==> src/rtl/master_seq_pkg.sv <==
// Shared types and constants for the master_seq command sequencer.
package master_seq_pkg;

  localparam int unsigned ENTRY_ADDR_W = 32;
  localparam int unsigned ENTRY_DATA_W = 32;

  localparam logic CMD_READ  = 1'b0;
  localparam logic CMD_WRITE = 1'b1;

  typedef enum logic {
    ST_IDLE,
    ST_REQ
  } state_t;

  typedef struct packed {
    logic                    cmd;
    logic [ENTRY_ADDR_W-1:0] addr;
    logic [ENTRY_DATA_W-1:0] wdata;
  } entry_t;

endpackage

==> src/rtl/master_seq_if.sv <==
// Request/acknowledge bus between the sequencer (master) and a slave.
interface master_seq_if #(
  parameter int unsigned ADDR_W = 32,
  parameter int unsigned DATA_W = 32
);
  logic              req;
  logic              cmd;
  logic [ADDR_W-1:0] addr;
  logic [DATA_W-1:0] wdata;
  logic              ack;
  logic [DATA_W-1:0] rdata;

  modport master (output req, cmd, addr, wdata, input ack, rdata);
  modport slave  (input req, cmd, addr, wdata, output ack, rdata);
endinterface

==> src/rtl/master_seq_fifo.sv <==
// Synchronous command queue; pushes while full are ignored, pops while empty are ignored.
module master_seq_fifo
  import master_seq_pkg::*;
#(
  parameter int unsigned DEPTH = 8
) (
  input  logic   clk,
  input  logic   arst,
  input  logic   i_push,
  input  logic   i_pop,
  input  entry_t i_data,
  output entry_t o_head,
  output logic   o_full,
  output logic   o_empty
);

  localparam int unsigned AW = $clog2(DEPTH);

  entry_t          r_mem [DEPTH];
  logic [AW-1:0]   r_wptr;
  logic [AW-1:0]   r_rptr;
  logic [AW:0]     r_count;
  logic            w_push;
  logic            w_pop;

  assign w_push  = i_push && !o_full;
  assign w_pop   = i_pop && !o_empty;
  assign o_full  = (r_count == (AW+1)'(DEPTH));
  assign o_empty = (r_count == '0);
  assign o_head  = r_mem[r_rptr];

  always_ff @(posedge clk) begin
    if (arst) begin
      r_wptr  <= '0;
      r_rptr  <= '0;
      r_count <= '0;
    end else begin
      if (w_push) begin
        r_mem[r_wptr] <= i_data;
        r_wptr        <= r_wptr + 1'b1;
      end
      if (w_pop) begin
        r_rptr <= r_rptr + 1'b1;
      end
      r_count <= r_count + (AW+1)'(w_push) - (AW+1)'(w_pop);
    end
  end

endmodule

==> src/rtl/master_seq.sv <==
// Queued bus master: issues loaded read/write commands over a req/ack bus.
// Optional ack timeout enabled by defining MASTER_SEQ_TIMEOUT_EN.
module master_seq
  import master_seq_pkg::*;
#(
  parameter int unsigned ADDR_W  = ENTRY_ADDR_W,
  parameter int unsigned DATA_W  = ENTRY_DATA_W,
  parameter int unsigned DEPTH   = 8,
  parameter int unsigned TIMEOUT = 255
) (
  input  logic              clk,
  input  logic              arst,
  input  logic              i_test_load,
  input  logic              i_test_cmd,
  input  logic [ADDR_W-1:0] i_test_addr,
  input  logic [DATA_W-1:0] i_test_wdata,
  input  logic              i_test_enable,
  master_seq_if.master      bus,
  output logic [DATA_W-1:0] rd_data,
  output logic              rd_valid,
  output logic              full,
  output logic              empty,
  output logic              ovf,
  output logic              tmo,
  output logic [15:0]       done_cnt
);

  state_t            r_state;
  logic              r_req;
  logic              r_cmd;
  logic [ADDR_W-1:0] r_addr;
  logic [DATA_W-1:0] r_wdata;
  logic [DATA_W-1:0] r_rd_data;
  logic              r_rd_valid;
  logic              r_ovf;
  logic [15:0]       r_done;

  entry_t            w_push_entry;
  entry_t            w_head;
  logic              w_full;
  logic              w_empty;
  logic              w_pop;
  logic              w_tmo_hit;

  assign w_push_entry = '{cmd:   i_test_cmd,
                          addr:  ENTRY_ADDR_W'(i_test_addr),
                          wdata: ENTRY_DATA_W'(i_test_wdata)};
  assign w_pop = (r_state == ST_REQ) && (bus.ack || w_tmo_hit);

  master_seq_fifo #(
    .DEPTH (DEPTH)
  ) u_fifo (
    .clk     (clk),
    .arst    (arst),
    .i_push  (i_test_load),
    .i_pop   (w_pop),
    .i_data  (w_push_entry),
    .o_head  (w_head),
    .o_full  (w_full),
    .o_empty (w_empty)
  );

`ifdef MASTER_SEQ_TIMEOUT_EN
  localparam int unsigned CNT_W = $clog2(TIMEOUT + 1);

  logic [CNT_W-1:0] r_wait;
  logic             r_tmo;

  // r_wait counts completed no-ack REQ cycles; the TIMEOUT-th one exits.
  assign w_tmo_hit = (r_state == ST_REQ) && !bus.ack && (r_wait == CNT_W'(TIMEOUT - 1));
  assign tmo       = r_tmo;

  always_ff @(posedge clk) begin
    if (arst) begin
      r_wait <= '0;
      r_tmo  <= 1'b0;
    end else begin
      if (r_state == ST_REQ && !bus.ack) begin
        r_wait <= r_wait + 1'b1;
      end else begin
        r_wait <= '0;
      end
      if (w_tmo_hit) begin
        r_tmo <= 1'b1;
      end
    end
  end
`else
  assign w_tmo_hit = 1'b0;
  assign tmo       = 1'b0;
`endif

  always_ff @(posedge clk) begin
    if (arst) begin
      r_state    <= ST_IDLE;
      r_req      <= 1'b0;
      r_cmd      <= 1'b0;
      r_addr     <= '0;
      r_wdata    <= '0;
      r_rd_data  <= '0;
      r_rd_valid <= 1'b0;
      r_ovf      <= 1'b0;
      r_done     <= '0;
    end else begin
      r_rd_valid <= 1'b0;
      case (r_state)
        ST_IDLE: begin
          if (i_test_enable && !w_empty) begin
            r_state <= ST_REQ;
            r_req   <= 1'b1;
            r_cmd   <= w_head.cmd;
            r_addr  <= ADDR_W'(w_head.addr);
            r_wdata <= DATA_W'(w_head.wdata);
          end
        end
        ST_REQ: begin
          if (bus.ack) begin
            r_state <= ST_IDLE;
            r_req   <= 1'b0;
            r_done  <= r_done + 16'd1;
            if (r_cmd == CMD_READ) begin
              r_rd_data  <= bus.rdata;
              r_rd_valid <= 1'b1;
            end
          end else if (w_tmo_hit) begin
            r_state <= ST_IDLE;
            r_req   <= 1'b0;
          end
        end
      endcase
      // A load against a full queue is lost even when a pop frees a slot this edge.
      if (i_test_load && w_full) begin
        r_ovf <= 1'b1;
      end
    end
  end

  assign bus.req   = r_req;
  assign bus.cmd   = r_cmd;
  assign bus.addr  = r_addr;
  assign bus.wdata = r_wdata;
  assign rd_data   = r_rd_data;
  assign rd_valid  = r_rd_valid;
  assign full      = w_full;
  assign empty     = w_empty;
  assign ovf       = r_ovf;
  assign done_cnt  = r_done;

endmodule

==> src/flat_wrapper.sv <==
// flat-port wrapper written by rule: the top's interface ports become plain ports
module master_seq_flat import master_seq_pkg::*;
#(
  parameter int unsigned ADDR_W  = ENTRY_ADDR_W,
  parameter int unsigned DATA_W  = ENTRY_DATA_W,
  parameter int unsigned DEPTH   = 8,
  parameter int unsigned TIMEOUT = 255
)
  (clk, arst, i_test_load, i_test_cmd, i_test_addr, i_test_wdata, i_test_enable, rd_data, rd_valid, full, empty, ovf, tmo, done_cnt, bus_req, bus_cmd, bus_addr, bus_wdata, bus_ack, bus_rdata);
  master_seq_if #(.ADDR_W(ADDR_W), .DATA_W(DATA_W)) bus_i ();
  input  logic clk;
  input  logic arst;
  input  logic i_test_load;
  input  logic i_test_cmd;
  input  logic [ADDR_W-1:0] i_test_addr;
  input  logic [DATA_W-1:0] i_test_wdata;
  input  logic i_test_enable;
  output logic [DATA_W-1:0] rd_data;
  output logic rd_valid;
  output logic full;
  output logic empty;
  output logic ovf;
  output logic tmo;
  output logic [15:0] done_cnt;
  output wire logic [$bits(bus_i.req)-1:0] bus_req;
  output wire logic [$bits(bus_i.cmd)-1:0] bus_cmd;
  output wire logic [$bits(bus_i.addr)-1:0] bus_addr;
  output wire logic [$bits(bus_i.wdata)-1:0] bus_wdata;
  input wire logic [$bits(bus_i.ack)-1:0] bus_ack;
  input wire logic [$bits(bus_i.rdata)-1:0] bus_rdata;
  assign bus_req = bus_i.req;
  assign bus_cmd = bus_i.cmd;
  assign bus_addr = bus_i.addr;
  assign bus_wdata = bus_i.wdata;
  assign bus_i.ack = bus_ack;
  assign bus_i.rdata = bus_rdata;
  master_seq #(.ADDR_W(ADDR_W), .DATA_W(DATA_W), .DEPTH(DEPTH), .TIMEOUT(TIMEOUT)) u_core (.clk(clk), .arst(arst), .i_test_load(i_test_load), .i_test_cmd(i_test_cmd), .i_test_addr(i_test_addr), .i_test_wdata(i_test_wdata), .i_test_enable(i_test_enable), .bus(bus_i), .rd_data(rd_data), .rd_valid(rd_valid), .full(full), .empty(empty), .ovf(ovf), .tmo(tmo), .done_cnt(done_cnt));
endmodule
==> config.mk <==
export PLATFORM = sky130hd
export DESIGN_NAME = master_seq_flat
export DESIGN_NICKNAME = d
export VERILOG_FILES = /design/src/rtl/master_seq_pkg.sv /design/src/rtl/master_seq_if.sv /design/src/rtl/master_seq_fifo.sv /design/src/rtl/master_seq.sv /design/src/flat_wrapper.sv
export SDC_FILE = /design/constraint.sdc
export NUM_CORES = 1
export LEC_CHECK = 0
export CAP_MARGIN = 10
export CELL_PAD_IN_SITES_DETAIL_PLACEMENT = 2
export CELL_PAD_IN_SITES_GLOBAL_PLACEMENT = 2
export CORE_MARGIN = 2
export CORE_UTILIZATION = 47
export DETAILED_ROUTE_END_ITERATION = 8
export PLACE_DENSITY_LB_ADDON = 0.12
export SYNTH_ARGS = -nofsm -noshare
export SYNTH_HDL_FRONTEND = slang
export SYNTH_SLANG_ARGS = --single-unit
export TNS_END_PERCENT = 1
==> constraint.sdc <==
create_clock -name clk -period 17.1 [get_ports clk]
set_clock_uncertainty 0.15 [all_clocks]
set_input_delay 1.71 -clock clk [delete_from_list [all_inputs] [get_ports clk]]
set_output_delay 1.71 -clock clk [all_outputs]
set_load 0.005 [all_outputs]
# --- Yosys cells after proc, flatten, opt, wreduce, memory -nomap -nowiden ---
# Memory sizes are Yosys's and may differ from the RTL's. A register that Yosys moved wholly into a read port is not among the register bits.
# Index checks and enable logic that the tools add are counted.
totals:
  regBits: 62
  latchBits: 0
  mem_bits_rw: 520
  mem_bits_ro: 0
  input_bits: 102
  output_inout_bits: 119
  wordCells: 44
  mem_count: 1
mem_list:
  columns: ["memory", "depth", "width", "read_ports", "rd_ports_with_merged_regs", "write_ports", "line", "rtl"]
  rows:
  - ["u_core.u_fifo.r_mem", 8, 65, 1, 1, 1, "master_seq_fifo.sv:19", "entry_t r_mem [DEPTH];"]
classes:
  add_sub_neg: 5
  multipliers: 0
  div: 0
  magnitude_cmp: 0
  eq_ne: 3
  shift: 0
  muxes: 10
  bitwise: 3
  reduce_logical: 13
ops:
  columns: ["operator", "n"]
  rows:
  - ["adder 16 x 1 -> 16 bit, second input constant", 1]
  - ["two-way mux 1 bit", 8]
  - ["adder 3 x 1 -> 3 bit, second input constant", 2]
  - ["AND reduction 2 bit", 3]
  - ["logical AND 1 bit", 5]
  - ["adder 4 x 1 -> 4 bit", 1]
  - ["equality test 4 bit, second input constant", 1]
  - ["logical NOT 4 bit", 1]
  - ["one-hot mux 1 bit (2 select lines)", 2]
  - ["subtractor 4 x 1 -> 4 bit", 1]
  - ["NOT 1 bit", 3]
  - ["AND reduction 3 bit", 1]
  - ["OR reduction 3 bit", 1]
  - ["logical NOT 1 bit", 2]
  - ["!= test 2 x 1 -> 1 bit, second input constant", 1]
  - ["!= test 2 bit, second input constant", 1]

# --- Logic depth before layout (Yosys ltp) ---
logic_depth:
  ltp_word: 6
  ltp_mapped: 12
  mapped_depth_nobuf: 11

# --- Modules after synthesis ---
# Synthesis repeated with hierarchy kept, for this count alone.
unflattened:
  hier_cells: 1354
  area_unflattened_um2: 24399.7
by_module_without_submodules:
  columns: ["module", "n_inst", "cells_per_inst", "area_per_inst_um2", "seq_area_each_um2"]
  rows:
  - ["master_seq_fifo", 1, 830, 20209.4, 15875.2]
  - ["master_seq", 1, 524, 4190.3, 2342.2]

# --- Worst setup path before layout ---
# Ideal clock, no wire load.
synth_timing:
  path_type: "input -> register"
  startpoint: "input arst"
  endpoint: "memory u_core.u_fifo.r_mem[0][0] in the netlist's numbering (enable)"
  setup_time_ns: 0.671
  arrival_ns: 8.697
  t_required_ns: 16.279
  setup_slack_ns: 7.582
  path_stages: 3
  n_path_buf: 1
  path_cell_list: "clkbuf_1 > nor2_1 > nor4b_1"
synth_between:
  elab_chain_cells: 2
synth_rtl:
  columns: ["item", "line", "rtl"]
  rows:
  - ["start: declaration", "flat_wrapper.sv:12", "input logic arst;"]
  - ["two-way mux 1 bit", "master_seq_fifo.sv:33", "if (arst) begin"]
  - ["two-way mux 1 bit (not written as such)", "master_seq_fifo.sv:39", "r_mem[r_wptr] <= i_data;"]
  - ["end: declaration", "master_seq_fifo.sv:19", null]
# Every way passes these cells.

# --- Worst setup path after layout ---
layout_timing:
  startpoint: "input i_test_load"
  endpoint: "memory u_core.u_fifo.r_mem[7][33] in the netlist's numbering (enable)"
layout_between:
  elab_chain_cells: 4
layout_rtl:
  columns: ["item", "line", "rtl"]
  rows:
  - ["start: declaration", "flat_wrapper.sv:13", "input logic i_test_load;"]
  - ["logical AND 1 bit", "master_seq_fifo.sv:26", "assign w_push = i_push && !o_full;"]
  - ["two-way mux 1 bit", "master_seq_fifo.sv:38", "if (w_push) begin"]
  - ["two-way mux 1 bit", "master_seq_fifo.sv:33", null]
  - ["two-way mux 1 bit (not written as such)", "master_seq_fifo.sv:39", null]
# Every way passes these cells.

==> flow_summary.json <==
{
  "fp-row-count": 83,
  "crit_chain": "clkdlybuf4s50_1 -> nand3_1 -> nor2_4 -> buf_4",
  "place_congestion": 0.712,
  "reg2reg_depth": 4,
  "cap_violations": 0,
  "layout_common_cells": "edfxtp_1, clkdlybuf4s50_1, dfxtp_1",
  "vias": 12900,
  "clock_latency_ps": 610,
  "wl_per_cell_um": 29.9,
  "synthMuxAreaShare_pct": 15.0,
  "yosysWarnings": 0,
  "syn-cell-area_sq_um": 24200,
  "numCtsBuffers": 70,
  "max_freq_ghz": 0.239,
  "synth_top_family_by_area": "multiplexers",
  "path_max_fanout": 48,
  "chipWidth_um": 231,
  "min_path_type": "reg -> reg",
  "outcome": "complete, no violations",
  "layout-drive-gt1-share_pct": 16.2,
  "timing.final.hold_violations": 0,
  "relSlewSlack_pct": 20.1,
  "crit_family": "buffers and inverters",
  "synth_simple_gate_area_share_pct": 3.93,
  "dpl_cell_area_sq_um": 27100,
  "timing.rr.end": "u_core.bus.wdata[24]",
  "startpoint_type": "primary input",
  "synth-edff-count": 520,
  "die_area_sq_um": 53400,
  "worst_ep_required_time_ps": 17170,
  "synth_compound_area_share_pct": 2.99,
  "track_usage_pct": 25.9,
  "whs_endpoint": "u_core.rd_data[3]",
  "total_leakage_power_nw": 9.16,
  "critical_path_class": "in -> reg",
  "powerDensity_nw_per_um2": 134,
  "clk_pin_slew_ps": 60,
  "area_growth_pct": 21.2,
  "finalSetupViolations": 0,
  "final_common_cell": "edfxtp_1",
  "cts-resized-gates": 0,
  "fin_nets": 1632,
  "path_buf_inv": 2,
  "hold_start": "u_core.rd_data[3]",
  "critPathCaptureType": "flip-flop",
  "p_total_mw": 3.94,
  "synthArstFlopShare_pct": 0,
  "cts_tree": "built",
  "drtAntennaViolNets": 0,
  "drt_first_pass_iters": 5,
  "synth_flop_cell": "edfxtp_1",
  "synth-adder-area-share_pct": 0.547,
  "tightest_slew_ps": 1200,
  "synth_xor_area_share_pct": 0.614,
  "initial_core_util_pct": 47.4,
  "netlist_instances": 1287,
  "peakVddDrop_uv": 97.1,
  "grt_pass1_wl_mm": 100,
  "crit_path_top_delay_cell": "buf_4",
  "synth.distinct_cells": 45,
  "numPortBuffers": 219,
  "chipHeight_um": 231,
  "final_max_slew_viol_count": 0,
  "tns_ps": 0,
  "holdBufCountCts": 0,
  "r2r_setup_slack_ps": 13760,
  "cp_data_arrival_time_ps": 4260,
  "finalWirelength_mm": 67.6,
  "grt_pass1_vias": 14500,
  "synth-seq-area-share_pct": 74.9,
  "vias_per_cell": 5.72,
  "route.detailed.drc": 0,
  "regToRegStartpoint": "u_core.u_fifo.r_rptr[1]",
  "hpwl_mm": 37.3,
  "grt_setup_unrepaired": "no",
  "core_area_sq_um": 51100,
  "postCtsSetupBuffers": 0,
  "h-tree-depth": 3,
  "whs_path_depth": 2,
  "gr-total-overflow": 0,
  "cts-root-buf": "clkbuf_16",
  "grt_max_degree": 84,
  "antenna_found_initial": 2,
  "slowest_delay_ps": 800,
  "fin_area_sq_um": 29400,
  "drtIter0Drc": 1003,
  "synth_area_per_cell_sq_um": 18.8,
  "synth_seq_cells": 647,
  "period_minus_slack_ps": 4190,
  "clkSinkCount": 647,
  "syn_nets": 1399,
  "boundaryPins": 221,
  "fin_crit_sh_pct": 24.5,
  "clockBufferDepth": 3
}
## synthesized netlist by cell type (all sizes together) (3+ instances only)
master  instances  share of area [%]
edfxtp        520                 64
nor2          101                1.6
dfxtp         127                 10
xnor2           8               0.29
nor2b           3              0.077
a21oi          41               0.85
nand4           5               0.19
buf            46                1.3
nor4            3              0.077
ha              9               0.46
nor3b           4               0.19
xor2            9               0.33
mux4          129                 12
nor3            6               0.14
mux2i          66                2.7
nand2          76                1.2
inv            11               0.17
clkbuf         31               0.48
a211oi         64                2.0
nand3           8               0.17
## worst max path at each step
stage,from,depth (start not counted),to,slack [ps]
5_1_grt,i_test_load,4,u_core.u_fifo.r_mem[7][63],12760
6_report,i_test_load,4,u_core.u_fifo.r_mem[7][33],12910
3_5_place_dp,i_test_load,4,u_core.u_fifo.r_mem[5][1],12250
2_1_floorplan,arst,3,u_core.u_fifo.r_mem[0][0],7580
4_1_cts,i_test_load,4,u_core.u_fifo.r_mem[0][60],12900
3_3_place_gp,i_test_load,4,u_core.u_fifo.r_mem[5][14],12400
## where the power goes
part           internal [mW]  switching (mW)  leakage (nW)  total (mW)
clock network          0.914           0.642          1.13        1.56
logic                  0.235           0.271          2.29       0.505
registers               1.81          0.0724          5.74        1.88
total                   2.96           0.985          9.16        3.94
## state kept, by name, summed over array words and instances (netlist names)
name / count
u_core.u_fifo.r_wptr: 3
u_core.bus.cmd: 1
u_core.u_fifo.r_rptr: 3
u_core.u_fifo.r_mem: 520
u_core.bus.req: 1
u_core.r_state: 1
u_core.bus.addr: 32
u_core.u_fifo.r_count: 4
u_core.bus.wdata: 32
u_core.done_cnt: 16
u_core.rd_data: 32
u_core.ovf: 1
u_core.rd_valid: 1
## routing by layer
layer  wire length [um]  track usage (%)
met5                 13                0
met4               1270             7.52
met3               3000             4.02
met2              34900             44.7
met1              28400             34.2
## metrics by stage
stage	hold WS, ps	util, %	setup slack [ps]	cells
after floorplan	303	-	7580	1287
after global placement	291	52.9	12400	2128
after detailed placement	303	52.9	12250	2128
after CTS	309	57.5	12900	2257
after global routing	328	57.5	12760	2258
final	307	57.5	12910	2258
## cell families (layout without fill, tap and decap cells)
kind of cell    after synthesis  in the layout
flops                       647            647
simple gates                217            217
mux                         197            197
compound gates              110            110
buf+inv                      88            378
xor+xnor                     17             17
fa+ha+maj                    10             10
other cells                   1              2
## layout make-up
cell class / count / area, sq um
inverter: 11 / 41.3
fill: 4316 / 21700
multi-input combinational: 552 / 5660
timing repair buffer: 238 / 2330
tap: 680 / 851
sequential: 647 / 18200
clock inverter: 32 / 357
antenna: 1 / 2.50
clock buffer: 97 / 1970
## worst register-to-register path, delay by kind of cell, from the launching register on
| family | cells | cell delay, ps |
|---|---|---|
| DFF | 1 | 930 |
| AOI/OAI and AO/OA | 1 | 170 |
| muxes | 2 | 1050 |
| buffers and inverters | 1 | 860 |
Power figures use the tool's default switching activity.
